### src/rtl/fetch_stage_pkg.sv
// Shared fetch-stage types and constants.
// Reset PC, stall bit map, FSM encoding, IF->ID bundle, PC helpers.
package fetch_stage_pkg;

  localparam int PC_W    = 64;
  localparam int STALL_W = 6;

  localparam logic [PC_W-1:0] RESET_PC_DEF =
    64'h0000_0000_8000_0000;

  localparam int STALL_IF  = 0;
  localparam int STALL_ID  = 1;
  localparam int STALL_EX  = 2;
  localparam int STALL_MEM = 3;
  localparam int STALL_DC  = 4;
  localparam int STALL_WB  = 5;

  typedef enum logic {
    BOOT = 1'b0,
    RUN  = 1'b1
  } fetch_state_e;

  typedef struct packed {
    logic            pc_valid;
    logic [PC_W-1:0] pc;
  } if_id_t;

  function automatic logic [PC_W-1:0] word_align(
    input logic [PC_W-1:0] a
  );
    return a & ~PC_W'(3);
  endfunction

  function automatic logic [PC_W-1:0] dw_align(
    input logic [PC_W-1:0] a
  );
    return a & ~PC_W'(7);
  endfunction

  function automatic logic is_misaligned(
    input logic [PC_W-1:0] a
  );
    return (a & PC_W'(3)) != '0;
  endfunction

endpackage

### src/rtl/fetch_perf_cnt.sv
// Saturating fetch and redirect performance counters.
// Ports: clk, rst, inc_fetch, inc_redirect -> fetch_cnt, redirect_cnt.
module fetch_perf_cnt #(
  parameter int CNT_W = 64
) (
  input  logic             clk,
  input  logic             rst,
  input  logic             inc_fetch,
  input  logic             inc_redirect,
  output logic [CNT_W-1:0] fetch_cnt,
  output logic [CNT_W-1:0] redirect_cnt
);

  localparam logic [CNT_W-1:0] ONE = CNT_W'(1);

  logic fetch_sat;
  logic redir_sat;

  assign fetch_sat = &fetch_cnt;
  assign redir_sat = &redirect_cnt;

  always_ff @(posedge clk or posedge rst) begin
    if (rst) begin
      fetch_cnt    <= '0;
      redirect_cnt <= '0;
    end else begin
      if (inc_fetch && !fetch_sat)
        fetch_cnt <= fetch_cnt + ONE;
      if (inc_redirect && !redir_sat)
        redirect_cnt <= redirect_cnt + ONE;
    end
  end

endmodule

### src/rtl/fetch_stage.sv
// Instruction fetch stage: owns the fetch PC, drives the I-SRAM.
// Ports: clk, rst, stall, br_e/br_addr in; pc/pc_valid, sram, excp, counters out.
module fetch_stage
  import fetch_stage_pkg::*;
#(
  parameter logic [PC_W-1:0] RESET_PC = RESET_PC_DEF,
  parameter int              CNT_W    = 64
) (
  input  logic               clk,
  input  logic               rst,
  input  logic [STALL_W-1:0] stall,
  input  logic               br_e,
  input  logic [PC_W-1:0]    br_addr,
  output logic               pc_valid,
  output logic [PC_W-1:0]    pc,
  output logic               inst_sram_en,
  output logic [PC_W-1:0]    inst_sram_addr,
  output logic               excp_misalign,
  output logic [PC_W-1:0]    excp_badaddr,
  output logic [CNT_W-1:0]   fetch_cnt,
  output logic [CNT_W-1:0]   redirect_cnt
);

  fetch_state_e    state_q;
  fetch_state_e    state_d;
  logic            run;
  logic [PC_W-1:0] pc_q;
  logic [PC_W-1:0] pc_d;
  logic            take_br;
  logic            advance;
  logic            br_mis;
  logic            mis_q;
  logic [PC_W-1:0] bad_q;
  if_id_t          to_id;
  logic            unused_stall;

  // Only the IF hold bit matters here.
  assign unused_stall = ^stall[STALL_WB:STALL_ID];

  always_ff @(posedge clk or posedge rst) begin
    if (rst)
      state_q <= BOOT;
    else
      state_q <= state_d;
  end

  always_comb begin
    state_d = state_q;
    unique case (state_q)
      BOOT: state_d = RUN;
      RUN:  state_d = RUN;
    endcase
  end

  always_comb begin
    run          = (state_q == RUN);
    to_id        = '{pc_valid: run, pc: pc_q};
    pc_valid     = to_id.pc_valid;
    pc           = to_id.pc;
    inst_sram_en = run;
  end

  // Redirect wins over stall so a taken branch is never dropped.
  assign take_br = run & br_e;
  assign advance = run & ~br_e & ~stall[STALL_IF];
  assign br_mis  = take_br & is_misaligned(br_addr);

  always_comb begin
    pc_d = pc_q;
    unique case (1'b1)
      take_br: pc_d = word_align(br_addr);
      advance: pc_d = pc_q + PC_W'(4);
      default: pc_d = pc_q;
    endcase
  end

  always_ff @(posedge clk or posedge rst) begin
    if (rst)
      pc_q <= RESET_PC;
    else
      pc_q <= pc_d;
  end

  always_ff @(posedge clk or posedge rst) begin
    if (rst) begin
      mis_q <= 1'b0;
      bad_q <= '0;
    end else begin
      mis_q <= br_mis;
      if (br_mis)
        bad_q <= br_addr;
    end
  end

  // Stalls keep re-reading the same doubleword so SRAM data stays put.
  assign inst_sram_addr = dw_align(pc_q);
  assign excp_misalign  = mis_q;
  assign excp_badaddr   = bad_q;

  fetch_perf_cnt #(
    .CNT_W(CNT_W)
  ) u_perf (
    .clk         (clk),
    .rst         (rst),
    .inc_fetch   (advance),
    .inc_redirect(take_br),
    .fetch_cnt   (fetch_cnt),
    .redirect_cnt(redirect_cnt)
  );

endmodule
### config.mk
export PLATFORM = sky130hd
export DESIGN_NAME = fetch_stage
export DESIGN_NICKNAME = d
export VERILOG_FILES = /design/src/rtl/fetch_stage_pkg.sv /design/src/rtl/fetch_perf_cnt.sv /design/src/rtl/fetch_stage.sv
export SDC_FILE = /design/constraint.sdc
export NUM_CORES = 1
export LEC_CHECK = 0
export ABC_AREA = 1
export CORE_MARGIN = 1.5
export CORE_UTILIZATION = 45
export CTS_CLUSTER_SIZE = 8
export DETAILED_ROUTE_END_ITERATION = 7
export PLACE_DENSITY_LB_ADDON = 0.2
export SLEW_MARGIN = 25
export SYNTH_ARGS = -nofsm -noshare
export SYNTH_HDL_FRONTEND = slang
export SYNTH_SLANG_ARGS = --single-unit
### constraint.sdc
create_clock -name clk -period 9.7 [get_ports clk]
set_clock_uncertainty 0.05 [all_clocks]
set_input_delay 1.94 -clock clk [delete_from_list [all_inputs] [get_ports clk]]
set_output_delay 1.94 -clock clk [all_outputs]
set_load 0.005 [all_outputs]
* Word level (Yosys, flattened, before mapping)
Cells that the tools add are included.
Cells by class: eq/ne operators 0, bitwise operators 6, div/mod/pow operators 0, shift-type cells 0, reduce and logical (&&, ||, !) cells 8, magnitude comparators 0, $add $sub $neg 3, multiply operators 0, mux-type cells 1
Operators with widths (number):
- 64-bit by 1-bit adder with 64-bit output, second input constant | 2
- 64-bit one-hot mux with 2 select lines | 1
- 64-bit AND reduction | 2
- 64-bit by 3-bit adder with 64-bit output, second input constant | 1
- 64-bit nonzero test | 1
- 1-bit bitwise AND | 4
- 1-bit logical AND | 2
- 1-bit zero test | 2
- 1-bit inverter | 2
- 2-bit nonzero test | 1
Storage, ports and cells: output and inout port bits 323, memories kept 0, bits of input ports 73, latch bits 0, logic and storage cells 24, bits in registers 258, RAM bits 0, memory bits (read-only) 0

* Logic depth before layout (Yosys ltp)
depth after elaboration 4, gate-level depth with buffers 13, gate-level depth less buffers 12

* Modules after synthesis
From an unflattened synthesis, not the netlist that was laid out.
Second synthesis, totals: cells, all modules 2628, area total of the unflattened synthesis 16977.5 µm²
Modules (own cells, without submodules):
- fetch_perf_cnt | instances 1, cells an instance 1501, seq. area each 3203.1 µm², area each 9133.8 µm²
- fetch_stage | instances 1, cells an instance 1127, seq. area each 3204.3 µm², area each 7843.8 µm²

* Worst setup path after synthesis
OpenSTA, ideal clock, no wires.
path kind input-to-reg, start in br_e, end reg pc_q[41] (netlist: pc[41]), arrival 3.045 ns, data required time 9.533 ns, stages on the path 9, setup time 0.117 ns, setup slack 6.488 ns, path through buf_2 -> nand2_1 -> inv_2 -> nor2_1 -> buf_2 -> buf_1 -> a21oi_1 -> nand2_1 -> nand2_1
On the way: word-level cells in the longest chain between the ends 4
Ends and longest elaborated chain:
- start: declaration | RTL line fetch_stage.sv:12 | input logic br_e,
- 1-bit inverter | RTL line fetch_stage.sv:65 | assign advance = run & ~br_e & ~stall[STALL_IF];
- 1-bit bitwise AND (2 in a row) | RTL line fetch_stage.sv:65
- 64-bit one-hot mux with 2 select lines or 2-bit nonzero test (tied branches)
- end signal: assignment | RTL line fetch_stage.sv:81 | pc_q <= pc_d;
- end: declaration | RTL line fetch_stage.sv:27 | logic [PC_W-1:0] pc_q;
Parallel ways exist; a longest one is shown, timed or not. A chain may end at the register's enable or synchronous reset.

* Final worst setup path
start in br_e, end reg bad_q[10] (netlist: excp_badaddr[10])
On the way: word-level cells in the longest chain between the ends 2
Ends and longest elaborated chain:
- 1-bit bitwise AND | RTL line fetch_stage.sv:64 | assign take_br = run & br_e;
- 1-bit bitwise AND | RTL line fetch_stage.sv:66 | assign br_mis = take_br & is_misaligned(br_addr);
- end signal: assignment | RTL line fetch_stage.sv:91 | bad_q <= br_addr;
- end: declaration | RTL line fetch_stage.sv:33 | logic [PC_W-1:0] bad_q;
Every way passes these cells.

==> results.md <==
- Startpoint Class: input port
- Netlist cell types: 38
- CTS Buf Count: 38
- Peak supply drop: 0.1200 mV
- Worst-case clock buffer depth: 3
- Slew headroom: 0.3877
- Fin. max-slew vios: 0
- Syn. warnings: 0
- Final Power: 3463 uW
- Crit share post-route: 0.5588
- DRC viols: 0
- Initial drt markers: approximately 1300
- Largest net degree at the start of global routing: 131
- Cell Pwr Density: about 160 nW/um2
- Clk Tree Root Cell: clkbuf_16
- CTS tree: yes
- Layout area overhead: 28.72%
- Top FF cell, synth: dfrtp_1
- Fmax: 184.5 MHz
- Worst setup path start: br_e
- Crit path cell chain: clkdlybuf4s50_1 -> buf_4 -> nand2_1 -> inv_2 -> nand2_1 -> nand2_1 -> inv_2 -> buf_4 -> o21ai_0
- Die area: 38870 um2
- Most common cell on crit path: nand2_1
- Req. time, crit path: 10.05 ns
- Share of the synthesized area in the top cell type: 0.3762
- Vias in the first global route: 16670
- Core Util, Final: 0.5922
- Most common cell in the netlist: nand2_1
- Worst min-delay path startpoint: excp_badaddr[33]
- Outcome: finished, final reports clean
- First-pass GRT wire length: 94.10 mm
- Core Footprint: ~37000 um2
- Mapped Area: 16960 um2
- Worst-margin pin slew: 0.9185 ns
- Setup Buffers After CTS: 0
- Routed vias/inst: 5.135
- Final-report setup violation count: 0
- Die height: 197.2 um
- Share of layout cells above drive strength 1: 0.03225
- Nets: 2979
- Clock-pin slew on the worst setup and hold paths: 0.05 ns
- Sequential fraction of the synthesis area: 0.3777
- Async SR Flop Fraction: 1.000
- Cts hold-fix bufs: 0
- Chip width: ~200 um
- RSZ-0062 raised after global routing: no
- Via count: 17580
- Initial antenna violation count: 5
- Area leader, netlist: dfrtp_1
- Placed Cells incl. Taps: 3366
- Sink Count: 256
- First-pass detailed-route iteration total: 5
- Final std cells w/o fill: roughly 3400
- Syn avg cell area: between 6 and 7 um2
- # IOs: slightly below 400
- Crit. End Element: flop
- Placed cell areas: about 21000 um2
- Setup TNS: 0 ns
- Commonest cells post-synth: nand2_1, nor2_1, dfrtp_1
- Worst Setup Path Type: in2reg
- Later-pin clock latency in the skew report: between 0.5 and 0.6 ns
- Fin area: 21830 um2
- Htree depth: 2
- Grt ovf: 0
- Post-Synthesis Cells: 2596
- HP Class: reg2reg
- Slowest cell on crit path: inv_2
- Routed len/inst: ~18 um
- Core Rows: 70
- Leakage: slightly below 0.01 uW
- # port buffers: 385
- Max_cap viols: 0
- Buf/Inv on CP: 5
- Resized Gates After CTS: 0
- Worst R2R Start: inst_sram_en
- Largest stage delay, worst path: between 0.7 and 0.8 ns
- DP HPWL: 47.12 mm
- GRT Total Usage: 0.3126
- Main area contributors after synthesis: dfrtp_1, nand2_1, nor2_1, inv_1, o21ai_0
- Critical path fanouts, max: 59
- Data arrival time of the critical path: 5.77 ns
- Final min period: 5.420 ns
- Drt total wl: approximately 61 mm
- Starting Density: 0.4600
- EDFF count, synth: 0
- Gpl congestion: 1.011
- Yosys reg bits: 256
- Final ANT Viol Nets: 0
- Cell family with most CP delay: buffers and inverters
- Final hold violation count: 0
[layout by cell type, fill, tap and decap left out, types with 9 or more instances in the layout]
| cell type | netlist | routed |
|---|---|---|
| xor2_1 | 67 | 67 |
| nor2_1 | 371 | 370 |
| nand2_1 | 1033 | 1033 |
| xnor2_1 | 34 | 34 |
| nand3_1 | 101 | 101 |
| nand3b_1 | 26 | 26 |
| nor3_1 | 10 | 10 |
| clkbuf_1 | 24 | 9 |
| a21oi_1 | 43 | 43 |
| nand4_1 | 22 | 22 |
| clkbuf_16 | 0 | 39 |
| nor2_4 | 7 | 11 |
| inv_1 | 252 | 250 |
| o21ai_0 | 145 | 145 |
| dfrtp_1 | 255 | 255 |
| clkdlybuf4s50_1 | 0 | 385 |
| o21ai_1 | 38 | 38 |
[flip-flops by register name, summed over array words and instances, names as in the netlist]
| signal | flops |
|---|---|
| excp_misalign | 1 |
| inst_sram_en | 1 |
| excp_badaddr | 64 |
| u_perf.redirect_cnt | 64 |
| u_perf.fetch_cnt | 64 |
| pc | 62 |
[power by group]
group	switching [uW]	total (uW)	internal, uW
logic	370	808	438
clock network	502	1250	743
registers	206	1410	1200
total	1080	3460	2380
[per-stage QoR]
stage          hold slack (ns)  worst slack, ns
2_1_floorplan           0.4154           0.6699
3_3_place_gp            0.4067            3.837
3_5_place_dp            0.4135            3.705
4_1_cts                 0.4268            4.256
5_1_grt                 0.4391            3.934
6_report                0.4233            4.280
[logic make-up after synthesis]
kind of cell / Yosys count / synth area share
simple gates: 1600 / 0.3808
buf+inv: 387 / 0.1096
flops: 256 / 0.3777
compound gates: 247 / 0.07701
xor+xnor: 101 / 0.05215
fa+ha+maj: 3 / 0.002213
other cells: 2 / 0.0004427
[tightest hold or removal path, stage by stage, from the launching register on]
cell     delay, ns
dfrtp_1       0.34
nand2_1       0.05
nand2_1       0.05
[final timing paths]
kind	endpoint	slack [ns]	cells past startpoint
min in group asynchronous	u_perf.fetch_cnt[28]	1.73	2
min	excp_badaddr[33]	0.42	2
max reg2reg	excp_badaddr[10]	5.95	7
max in group asynchronous	excp_badaddr[19]	6.75	3
min reg2reg	excp_badaddr[33]	0.42	2
max	excp_badaddr[10]	4.28	9
[final cells by class]
type,instances,area [um2]
Antenna cell,4,10.01
Clock buffer,51,1051
Inverter,253,957.2
Fill cell,3556,15040
Tap cell,504,630.6
Clock inverter,1,8.758
Sequential cell,256,6407
Timing Repair Buffer,397,4036
Multi-Input combinational cell,1957,8733
[routing by layer]
layer  vias to the layer above  routed length (um)  global-route usage
met2                       657               27260              0.4815
met3                       107                4967             0.07734
met5                         -                  17                   0
li1                       8568                   -                   -
met1                      8242               27570              0.4307
met4                         2                1683              0.1009
Power figures use the tool's default switching activity.
